`config.mk`:
```
export PLATFORM = sky130hd
export DESIGN_NAME = sdram_to_usb
export DESIGN_NICKNAME = d
export VERILOG_FILES = /design/src/rtl/convnet_pkg.sv /design/src/rtl/wb_read_master.sv /design/src/rtl/sdram_to_usb.sv
export SDC_FILE = /design/constraint.sdc
export NUM_CORES = 1
export LEC_CHECK = 0
export ABC_AREA = 1
export CELL_PAD_IN_SITES_DETAIL_PLACEMENT = 1
export CELL_PAD_IN_SITES_GLOBAL_PLACEMENT = 1
export CORE_UTILIZATION = 40
export CTS_BUF_LIST = sky130_fd_sc_hd__clkbuf_8
export DETAILED_ROUTE_END_ITERATION = 12
export DONT_BUFFER_PORTS = 1
export GPL_TIMING_DRIVEN = 0
export PLACE_DENSITY = 0.73
export SETUP_SLACK_MARGIN = 0.1
export SLEW_MARGIN = 40
export SYNTH_ARGS = -nofsm -noshare
export SYNTH_HDL_FRONTEND = slang
export SYNTH_SLANG_ARGS = --single-unit
```
`constraint.sdc`:
```
create_clock -name CLKOUT -period 1.6 [get_ports CLKOUT]
set_clock_uncertainty 0.1 [all_clocks]
set_input_delay 0.24 -clock CLKOUT [delete_from_list [all_inputs] [get_ports CLKOUT]]
set_output_delay 0.24 -clock CLKOUT [all_outputs]
set_load 0.005 [all_outputs]
```
`src/rtl/convnet_pkg.sv`:
```
// Shared ConvNet USB-path definitions: FX2 endpoint addresses, write-back
// FSM state encoding and the SDRAM word-address helper.
package convnet_pkg;

   localparam logic [1:0] FX2_EP2 = 2'b00;
   localparam logic [1:0] FX2_EP6 = 2'b10;

   typedef enum logic [2:0] {
      IDLE     = 3'd0,
      REQ      = 3'd1,
      WAIT_ACK = 3'd2,
      WR_LO    = 3'd3,
      WR_HI    = 3'd4,
      COMMIT   = 3'd5,
      DONE     = 3'd6
   } state_e;

   // Word address of entry idx; wraps modulo 2^32.
   function automatic logic [31:0] word_addr(input logic [31:0] base, input logic [15:0] idx);
      return base + {16'd0, idx};
   endfunction

endpackage

```
`src/rtl/wb_read_master.sv`:
```
// Single-read Wishbone handshake: drives the bus during REQ/WAIT_ACK and
// captures the returned word. Only an ack seen in WAIT_ACK is taken, so an
// ack that lingers until cyc drops is latched exactly once.
module wb_read_master
   import convnet_pkg::*;
(
   input  logic        clk_i,
   input  logic        rst_i,
   input  state_e      state_i,
   input  logic [31:0] req_addr_i,
   input  logic        stall_i,
   input  logic        ack_i,
   input  logic [31:0] rdata_i,
   output logic        cyc_o,
   output logic        stb_o,
   output logic [3:0]  sel_o,
   output logic [31:0] adr_o,
   output logic        accept_o,
   output logic        ack_o,
   output logic [31:0] word_o
);

   logic [31:0] word_q, word_d;

   assign cyc_o    = (state_i == REQ) || (state_i == WAIT_ACK);
   assign stb_o    = (state_i == REQ);
   assign sel_o    = cyc_o ? 4'b1111 : 4'b0000;
   assign adr_o    = cyc_o ? req_addr_i : 32'd0;
   assign accept_o = stb_o && !stall_i;
   assign ack_o    = (state_i == WAIT_ACK) && ack_i;
   assign word_o   = word_q;

   // Next word value: load read data on the accepted acknowledge.
   always_comb begin
      word_d = word_q;
      if (ack_o) begin
         word_d = rdata_i;
      end else begin
         word_d = word_q;
      end
   end

   // Word register.
   always_ff @(posedge clk_i or posedge rst_i) begin
      if (rst_i) begin
         word_q <= 32'd0;
      end else begin
         word_q <= word_d;
      end
   end

endmodule

```
`src/rtl/sdram_to_usb.sv`:
```
// Write-back stage: reads WORD_COUNT words from SDRAM over Wishbone and
// streams each as two 16-bit halves (low first) into FX2 EP6, then commits
// the short final packet with PKTEND.
module sdram_to_usb
   import convnet_pkg::*;
#(
   parameter logic [31:0] BASE_ADDR  = 32'd0,
   parameter int unsigned WORD_COUNT = 120,
   parameter logic [1:0]  FIFO_ADDR  = FX2_EP6
)
(
   input  logic        CLKOUT,
   input  logic        rst,
   input  logic        start,
   input  logic        FLAGB,
   output logic        SLWR,
   output logic        SLRD,
   output logic        SLOE,
   output logic        PKTEND,
   output logic [1:0]  FIFOADR,
   output logic [15:0] FDATA,
   output logic        FDATA_OE,
   output logic        cyc_i,
   output logic        stb_i,
   output logic        we_i,
   output logic [3:0]  sel_i,
   output logic [31:0] addr_i,
   output logic [31:0] data_i,
   input  logic [31:0] data_o,
   input  logic        stall_o,
   input  logic        sdram_ack,
   output logic        busy,
   output logic        done
);

   localparam logic [15:0] LAST_COUNT = 16'(WORD_COUNT);

   state_e      state_q, state_d;
   logic [15:0] index_q, index_d;
   logic        rd_accept_s;
   logic        rd_ack_s;
   logic [31:0] rd_word_s;

   wb_read_master u_rd (
      .clk_i      (CLKOUT),
      .rst_i      (rst),
      .state_i    (state_q),
      .req_addr_i (word_addr(BASE_ADDR, index_q)),
      .stall_i    (stall_o),
      .ack_i      (sdram_ack),
      .rdata_i    (data_o),
      .cyc_o      (cyc_i),
      .stb_o      (stb_i),
      .sel_o      (sel_i),
      .adr_o      (addr_i),
      .accept_o   (rd_accept_s),
      .ack_o      (rd_ack_s),
      .word_o     (rd_word_s)
   );

   assign we_i     = 1'b0;
   assign data_i   = 32'd0;
   assign SLRD     = 1'b1;
   assign SLOE     = 1'b1;
   assign FIFOADR  = FIFO_ADDR;
   assign busy     = (state_q != IDLE);
   assign done     = (state_q == DONE);
   assign FDATA_OE = busy;

   // Next state, index update and FX2 strobes; SLWR/PKTEND follow FLAGB combinationally.
   always_comb begin
      state_d = state_q;
      index_d = index_q;
      SLWR    = 1'b1;
      PKTEND  = 1'b1;
      FDATA   = 16'd0;
      case (state_q)
         IDLE: begin
            if (start) begin
               state_d = REQ;
               index_d = 16'd0;
            end else begin
               state_d = IDLE;
            end
         end
         REQ: begin
            if (rd_accept_s) begin
               state_d = WAIT_ACK;
            end else begin
               state_d = REQ;
            end
         end
         WAIT_ACK: begin
            if (rd_ack_s) begin
               state_d = WR_LO;
            end else begin
               state_d = WAIT_ACK;
            end
         end
         WR_LO: begin
            FDATA = rd_word_s[15:0];
            if (FLAGB) begin
               SLWR    = 1'b0;
               state_d = WR_HI;
            end else begin
               state_d = WR_LO;
            end
         end
         WR_HI: begin
            FDATA = rd_word_s[31:16];
            if (FLAGB) begin
               SLWR    = 1'b0;
               index_d = index_q + 16'd1;
               if (index_d == LAST_COUNT) begin
                  state_d = COMMIT;
               end else begin
                  state_d = REQ;
               end
            end else begin
               state_d = WR_HI;
            end
         end
         COMMIT: begin
            if (FLAGB) begin
               PKTEND  = 1'b0;
               state_d = DONE;
            end else begin
               state_d = COMMIT;
            end
         end
         DONE: begin
            state_d = IDLE;
         end
         default: begin
            state_d = IDLE;
         end
      endcase
   end

   // State and word-index registers.
   always_ff @(posedge CLKOUT or posedge rst) begin
      if (rst) begin
         state_q <= IDLE;
         index_q <= 16'd0;
      end else begin
         state_q <= state_d;
         index_q <= index_d;
      end
   end

endmodule
```
==> metrics, run 1 <==
max-slew violations=0; total congestion overflow=0; top cells by area, synth=dfrtp_1 41%, buf_4 14%, nand2_1 12%; Via density=5.58; first-pass GRT wire length=20500 um; crit start category=flip-flop; Tmin final=2.10 ns; HPWL Detailed=6440 um; Post-Syn Instances=427; Yosys cell types=24; number of flops mapped to enable cells by yosys=0; routability cong.=0.811; post-route ant nets=0; TritonCTS clock tree=yes; Port-buffer cells=0; register area share after synthesis=40.5%; multiplexer area fraction after synthesis=0%; Max Cap Viol=0; reg2reg start=index_q[8]$_DFFE_PP0P_; asr flop ratio synth=100%; Syn. warnings=0; final WL=17400 um; failing checks=setup timing; GRT Total Usage=32.3%; Initial Utilization=42.3%; WHS=0.103 ns; later-pin clock latency in the skew report=0.33 ns; Vias=3731; Hold EP=state_q[0]$_DFF_PP0_; setup TNS=-31.49 ns; Num CTS Buffers=5; Critical R2R Capture=state_q[2]$_DFF_PP0_; P&R area growth vs syn=65.4%; status=complete, but fails checks; share of synthesized cell area in full adder, half adder and majority cells=0.795%; count leader, synth=nand2_1; Fin. Hold Viols=0; Worst Path Max Fanout=10; area share of the leading cell type in the synthesized netlist=40.5%; Nets=609; pin count of the biggest net entering global routing=23; placed cell areas=3550 sq um; DR pass1 iterations=5; vias in the first global route=3706; RSZ-0062 raised after global routing=true; # DRC=0; worst setup path class=flip-flop to primary output; hold path cells=2; Initial DRC Count=250; HP Class=input pin to flip-flop; setup violators final=92; Worst R2R Setup Slack=-0.47 ns; leakage power=2.34 nW; Compound-Gate Fraction of Synth Area=12.6%; die width=90.7 um; hold path start=sdram_ack; Final period util=131%; CTS root buf=clkbuf_8; Core Region=7450 sq um; Ports=134; f_max=476 MHz; top post-synthesis cells by count=97 x nand2_1, 61 x inv_1, 59 x buf_4; total clock sinks=51; Avg WL per Cell=26.0 um; Worst EP arrival=1.76 ns; final cell utilization of the core=69.9%; post-synthesis register bit count=51; post-synth top area cell=dfrtp_1; Antenna diodes=0; Synth Area in XOR/XNOR=0%; Simple-Gate Fraction of Synth Area=22.4%; htree depth=2; combinational family with the most area after synthesis=buffers and inverters; Worst IR Drop VDD=0.000742 V; final worst setup slack=-0.500 ns; Cell Area, Synth=3150 sq um; die height=90.7 um; Crit. End Element=primary output; FF-to-FF path depth=12; PD cells=1500 nW/um^2; CTS clk-pin slew, worst paths=0.12 ns; ys flop type=dfrtp_1; die area=8230 sq um; layout cells sized above 1=41.6%; Critical Path RT=1.26 ns; antenna violations before repair=0; Avg Cell Area, Syn=7.37 sq um; CTS Buffer Depth=2; final instance area=5210 sq um; # rows=31
[registers in the layout, summed over array words and instances, names as in the netlist]
register,count
index_q,16
state_q,3
u_rd.word_o,32
[power by group]
part / switching, mW / internal (mW) / total [mW]
sequential: 0.343 / 1.74 / 2.09
combinational: 2.83 / 2.04 / 4.87
clock: 0.522 / 0.311 / 0.833
[layout make-up]
type,count,area (sq um)
clock inverter,3,20.0
multi-input combinational,293,1900
tap,99,124
timing repair buffer,83,925
sequential,51,1280
inverter,66,282
buffer,69,606
fill,841,2240
clock buffer,5,68.8
[stage by stage]
step	setup slack, ns	cells	power (mW)
6_report	-0.500	669	7.79
5_1_grt	-0.551	669	7.99
4_1_cts	-0.325	651	6.18
3_5_place_dp	-0.335	579	3.85
3_3_place_gp	-0.311	577	3.76
2_1_floorplan	-0.0321	478	3.36
[critical path, cell delays in order, from the launching register on]
cell     delay (ns)
dfrtp_1        0.46
buf_4          0.16
buf_6          0.11
nor2_4         0.13
nand2_2        0.09
nand2_4        0.14
inv_8          0.06
buf_12         0.15
nor2_4         0.11
[cell families (layout without fill, tap and decap cells)]
kind of cell | Yosys count | after routing
compound gates | 71 | 71
fa+ha+maj | 2 | 2
simple gates | 166 | 167
buf+inv | 135 | 226
flops | 51 | 51
other cells | 2 | 53
[per-layer routing]
layer / part of all wire [%] / wire length (um) / track usage (%)
met1: 35 / 6170 / 35.5
met2: 50 / 8730 / 59.8
met3: 8.6 / 1490 / 7.15
met4: 5.9 / 1030 / 12.8
met5: 0 / 0 / 0
[worst max-delay path by stage]
stage	start	cells past startpoint	slack, ns	endpoint
after floorplan	index_q[1]$_DFFE_PP0P_	13	-0.03	state_q[2]$_DFF_PP0_
after global placement	index_q[1]$_DFFE_PP0P_	13	-0.31	state_q[2]$_DFF_PP0_
after detailed placement	index_q[1]$_DFFE_PP0P_	13	-0.34	state_q[2]$_DFF_PP0_
after CTS	state_q[1]$_DFF_PP0_	6	-0.32	addr_i[6]
after global routing	state_q[0]$_DFF_PP0_	7	-0.55	addr_i[11]
final	state_q[0]$_DFF_PP0_	8	-0.50	addr_i[11]
[cell usage in the layout, fill, tap and decap left out, types with 6 or more instances in the layout]
cell type / n
o21ai_1: 22
nor2_1: 17
nor2_2: 12
nand2_2: 23
o21ai_2: 17
dfrtp_2: 6
o22ai_4: 16
nand2_1: 75
nand4_1: 9
nor2_4: 14
buf_8: 6
buf_6: 15
conb_1: 53
clkbuf_16: 7
buf_4: 83
dlygate4sd3_1: 35
nand3_1: 9
dfrtp_1: 45
inv_1: 57
[what timing repair did]
action,CTS,global route
buffers inserted,27,13
endpoints found under the hold margin,86,0
cloned,2,5
gates resized for setup,110,111
endpoints found under the setup margin,91,93
hold buffers,35,0
pin swaps,13,16
No activity file was read; power rests on OpenSTA's default activity.
==> run 2, diff against run 1 <==
--- a/config.mk
+++ b/config.mk
@@ -13,7 +13,7 @@
 export DETAILED_ROUTE_END_ITERATION = 12
 export DONT_BUFFER_PORTS = 1
 export GPL_TIMING_DRIVEN = 0
-export PLACE_DENSITY = 0.73
+export PLACE_DENSITY_LB_ADDON = 0.25
 export SETUP_SLACK_MARGIN = 0.1
 export SLEW_MARGIN = 40
 export SYNTH_ARGS = -nofsm -noshare
==> run 2 against run 1 <==
Against the previous run:
- the run still ends with setup timing left
- setup slack worse by 0.021 ns
- clock power is 9.7% higher
- critical path depth is 1 lower
- final cell count is 0.60% higher
- total power is 1.8% lower
- critical path type unchanged
- critical endpoint is now addr_i[6]
- largest power group unchanged
==> metrics, run 2 (synthesis gave the netlist of run 1 again) <==
final cell utilization of the core=69.0%; most frequent cells in the layout=90 x nand2_1, 84 x buf_4, 55 x inv_1, 53 x conb_1, 45 x dfrtp_1; HP Class=input pin to flip-flop; Antenna diodes=0; internal power=4.00 mW; Nets=613; routability cong.=0.810; leakage power=2.35 nW; Ports=134; Worst Path Max Fanout=10; GRT Total Usage=36.0%; most common cell after layout, fill and taps aside=nand2_1; final WL=18600 um; Tmin final=2.12 ns; sequential power share=27.5%; Crit. End Element=primary output; Max Cap Viol=0; CTS Buffer Depth=2; Clock power frac=11.9%; crit start category=flip-flop; die height=90.7 um; CTS root buf=clkbuf_8; PD cells=1490 nW/um^2; vias in the first global route=3980; Worst slew margin=66.6%; pin count of the biggest net entering global routing=20; Avg WL per Cell=27.6 um; Gate power share=60.6%; Layout fillers=879; DR pass1 iterations=5; setup violators final=92; status=complete, but fails checks; Final period util=133%; f_max=472 MHz; crit-path cells=inv_2, nor3_4, inv_2, nand2_4, inv_8, buf_12, nor2_2; failing checks=setup timing; worst slew pin tran=0.499 ns; max-slew violations=0; RSZ-0062 raised after global routing=true; Switching Share=47.7%; slowest stage delay, CP=0.46 ns; Worst IR Drop VDD=0.000809 V; # rows=31; HPWL Detailed=6470 um; htree depth=2; Vias=3879; # DRC=0; total clock sinks=51; P&R area growth vs syn=63.3%; Multi-input gate area=1800 sq um; later-pin clock latency in the skew report=0.34 ns; Largest register FFs=32; Core Region=7450 sq um; worst setup path class=flip-flop to primary output; CTS clk-pin slew, worst paths=0.12 ns; P_sw=3.65 mW; Fin. Hold Viols=0; Critical Path RT=1.26 ns; Port-buffer cells=0; post-route ant nets=0; sequential cell area=1280 sq um; antenna violations before repair=0; Final Power=7.65 mW; Worst EP arrival=1.78 ns; most used cell, CP=inv_2; die area=8230 sq um; Initial Utilization=42.3%; die width=90.7 um; final worst setup slack=-0.521 ns; CP max stage cell=dfrtp_1; setup TNS=-28.73 ns; Via density=5.76; layout cells sized above 1=38.5%; first-pass GRT wire length=22700 um; Initial DRC Count=255; Num CTS Buffers=5; DP Worst Slack=-0.382 ns; TritonCTS clock tree=yes; total congestion overflow=0
[run 2: changes by cell type in the layout (fill, tap and decap cells not counted), moves of 2 or more]
cell | previous run | this run
o22ai_1 | 2 | 5
inv_1 | 57 | 55
o21ai_0 | 5 | 26
o21ai_2 | 17 | 12
nand2_1 | 75 | 90
clkbuf_8 | 5 | 10
nand2_2 | 23 | 9
o22ai_4 | 16 | 14
buf_12 | 3 | 5
buf_6 | 15 | 18
clkbuf_16 | 7 | 2
o21ai_1 | 22 | 6
inv_4 | 2 | 4
buf_8 | 6 | 4
[run 2: final timing paths]
check / slack (ns) / end / start / cells after the start
min: 0.06 / state_q[1]$_DFF_PP0_ / FLAGB / 2
min reg2reg: 0.53 / u_rd.word_o[10]$_DFFE_PP0P_ / u_rd.word_o[10]$_DFFE_PP0P_ / 2
max in group asynchronous: 0.63 / index_q[0]$_DFFE_PP0P_ / rst / 3
max reg2reg: -0.51 / state_q[2]$_DFF_PP0_ / index_q[0]$_DFFE_PP0P_ / 14
max: -0.52 / addr_i[6] / state_q[0]$_DFF_PP0_ / 7
min in group asynchronous: 0.30 / u_rd.word_o[9]$_DFFE_PP0P_ / rst / 2
[run 2: worst max-delay path, delay by kind of cell (launching register included)]
family	cells	cell delay, ns
AND/OR/NAND/NOR	3	0.55
flip-flops	1	0.46
buffers and inverters	4	0.42
[run 2: final cells by class]
cell class                 count  share of cell area, %
sequential                    51                   25.0
multi-input combinational    292                   35.0
clock inverter                 3                  0.560
timing repair buffer          88                   18.5
tap                           99                   2.41
buffer                        69                   11.8
clock buffer                   5                   1.34
inverter                      66                   5.45
[run 2: through the flow]
| stage | std cells | hold slack [ns] | instance area, sq um |
|---|---|---|---|
| after floorplan | 478 | 0.189 | 3370 |
| after global placement | 577 | 0.265 | 3490 |
| after detailed placement | 579 | 0.0465 | 3550 |
| after CTS | 658 | 0.0176 | 4810 |
| after global routing | 673 | 0.0432 | 5140 |
| final | 673 | 0.0554 | 5140 |
[run 2: timing repair]
action | 4_1_cts | 5_1_grt
pin swaps | 15 | 14
cloned | 7 | 1
hold endpoints to repair | 68 | 0
hold buffers | 35 | 0
buffers inserted | 29 | 16
endpoints found under the setup margin | 91 | 92
gates resized for setup | 117 | 61
[run 2: power by group through the flow]
stage / Combinational, mW / Clock, mW / Sequential [mW]
finish: 4.63 / 0.914 / 2.10
global route: 4.77 / 0.929 / 2.11
CTS: 3.43 / 0.872 / 1.95
detailed placement: 1.89 / 0 / 1.96
global placement: 1.81 / 0 / 1.94
floorplan: 1.46 / 0 / 1.90
[run 2: layer usage]
metal,global-route usage (%),wire [um],share of wire (%),vias up
li1,-,-,-,1535
met1,40.6,6660,36,1934
met2,65.2,9240,50,322
met3,7.58,1700,9.2,88
met4,14.9,977,5.3,0
met5,0,0,0,-
==> run 3, diff against run 2 <==
--- a/config.mk
+++ b/config.mk
@@ -6,9 +6,10 @@
 export NUM_CORES = 1
 export LEC_CHECK = 0
 export ABC_AREA = 1
+export CAP_MARGIN = 10
 export CELL_PAD_IN_SITES_DETAIL_PLACEMENT = 1
 export CELL_PAD_IN_SITES_GLOBAL_PLACEMENT = 1
-export CORE_UTILIZATION = 40
+export CORE_UTILIZATION = 41
 export CTS_BUF_LIST = sky130_fd_sc_hd__clkbuf_8
 export DETAILED_ROUTE_END_ITERATION = 12
 export DONT_BUFFER_PORTS = 1
==> run 3 against run 2 <==
Against the previous run:
- the flow still finishes with violations (setup timing)
- critical path depth is the same
- wire length shrank 5.4%
- maximum frequency shrank 1.7%
- largest cell class unchanged
- largest power group unchanged
==> metrics, run 3 (synthesis gave the netlist of run 1 again) <==
RSZ-0062 raised after global routing=true; pin count of the biggest net entering global routing=26; # rows=31; Worst IR Drop VDD=0.000849 V; failing checks=setup timing; DR pass1 iterations=5; CTS root buf=clkbuf_8; # DRC=0; post-route insts no fill=664; hold path start=sdram_ack; Nets=602; Initial Utilization=42.9%; Layout fillers=843; GRT Total Usage=36.7%; setup TNS=-26.37 ns; crit start category=flip-flop; leakage power=2.30 nW; Ports=134; final cell utilization of the core=69.2%; crit path from=state_q[0]$_DFF_PP0_; total clock sinks=51; dpl cells=579; first-pass GRT wire length=21100 um; Initial DRC Count=274; TritonCTS clock tree=yes; worst setup path class=flip-flop to primary output; vias in the first global route=3769; routability cong.=0.834; P&R area growth vs syn=61.1%; f_max=464 MHz; status=complete, but fails checks; Core Region=7330 sq um; grt met1 use=42.0%; HP Class=input pin to flip-flop; Worst EP arrival=1.82 ns; DP Worst Slack=-0.441 ns; die height=89.6 um; met3 Use GR=10.5%; Worst Path Max Fanout=8; later-pin clock latency in the skew report=0.34 ns; CTS Buffer Depth=2; total congestion overflow=0; Tmin final=2.16 ns; Final period util=135%; most frequent cells in the layout=92 x nand2_1, 76 x buf_4, 56 x inv_1, 53 x conb_1, 46 x dfrtp_1; reg2reg start=state_q[0]$_DFF_PP0_; HPWL Detailed=6600 um; Num CTS Buffers=5; layout cells sized above 1=36.9%; Fin. Hold Viols=0; post-route ant nets=0; Max Cap Viol=0; grt met2 use=64.8%; max-slew violations=0; Crit. End Element=primary output; PD cells=1540 nW/um^2; Via density=5.66; sequential cell area=1280 sq um; GR peak layer=met2; most common cell after layout, fill and taps aside=nand2_1; die area=8030 sq um; CTS clk-pin slew, worst paths=0.13 ns; final worst setup slack=-0.556 ns; antenna violations before repair=2; Port-buffer cells=0; Vias=3756; Critical Path RT=1.26 ns; Multi-input gate area=1820 sq um; Avg WL per Cell=26.5 um; htree depth=2; final WL=17600 um; setup violators final=92; Largest register FFs=32; die width=89.6 um
run 3: changes by cell type in the layout (fill, tap and decap cells not counted), moves of 4 or more:
cell	delta
nor2_2	-7
o21ai_1	+7
o21ai_2	+5
buf_4	-8
nor2_1	+4
o22ai_2	+5
o21ai_0	-11
nor2_4	+4
buf_6	-5
run 3: path summary, 6_finish.rpt:
kind,endpoint,slack [ns],cells past startpoint
worst min-delay path,state_q[0]$_DFF_PP0_,0.04,2
worst max-delay path,addr_i[5],-0.56,7
worst min register to register,u_rd.word_o[19]$_DFFE_PP0P_,0.50,2
min in group asynchronous,u_rd.word_o[7]$_DFFE_PP0P_,0.22,2
worst max register to register,state_q[1]$_DFF_PP0_,-0.48,10
max in group asynchronous,state_q[2]$_DFF_PP0_,0.72,3
run 3: final cells by class:
class,instances,area share (%)
diodes,2,0.0987
flip-flops and latches,51,25.3
plain buffers,69,12.2
inverters,66,5.53
well taps,99,2.44
repair buffers,76,16.7
clock inverters,3,0.518
multi-input cells,293,35.9
clock buffers,5,1.36
run 3: through the flow:
| stage | hold WS [ns] | power [mW] | instance area (sq um) |
|---|---|---|---|
| 2_1_floorplan | 0.189 | 3.36 | 3370 |
| 3_3_place_gp | 0.265 | 3.74 | 3490 |
| 3_5_place_dp | -0.00596 | 3.87 | 3540 |
| 4_1_cts | 0.0105 | 6.28 | 4770 |
| 5_1_grt | 0.0531 | 7.97 | 5070 |
| 6_report | 0.0444 | 7.82 | 5070 |
run 3: worst max-delay path, stage by stage, from the launching register on:
cell and delay [ns]:
dfrtp_1 0.49, inv_2 0.12, nor3_4 0.29, inv_2 0.09
nand2_4 0.14, inv_8 0.07, clkbuf_16 0.18, nor2_4 0.09
run 3: what timing repair did:
item / 4_1_cts / 5_1_grt
cloned: 4 / 3
setup buffers: 27 / 6
endpoints found under the hold margin: 86 / 1
pin swaps: 15 / 6
hold buffers: 35 / 1
endpoints found under the setup margin: 91 / 93
gates resized for setup: 122 / 63
run 3: where the power goes:
| group | switching [mW] | leakage (nW) | internal, mW | total [mW] |
|---|---|---|---|---|
| Combinational | 2.77 | 1.60 | 1.99 | 4.76 |
| Clock | 0.612 | 0.0496 | 0.329 | 0.942 |
| Sequential | 0.373 | 0.646 | 1.74 | 2.12 |
| Total | 3.76 | 2.30 | 4.07 | 7.82 |
run 3: layer usage:
metal  part of all wire (%)  vias up  wire length [um]
met5                      0        -                 0
met4                    5.6        0               984
met3                    8.8       94              1540
met2                     49      292              8580
met1                     37     1861              6470
li1                       -     1509                 -
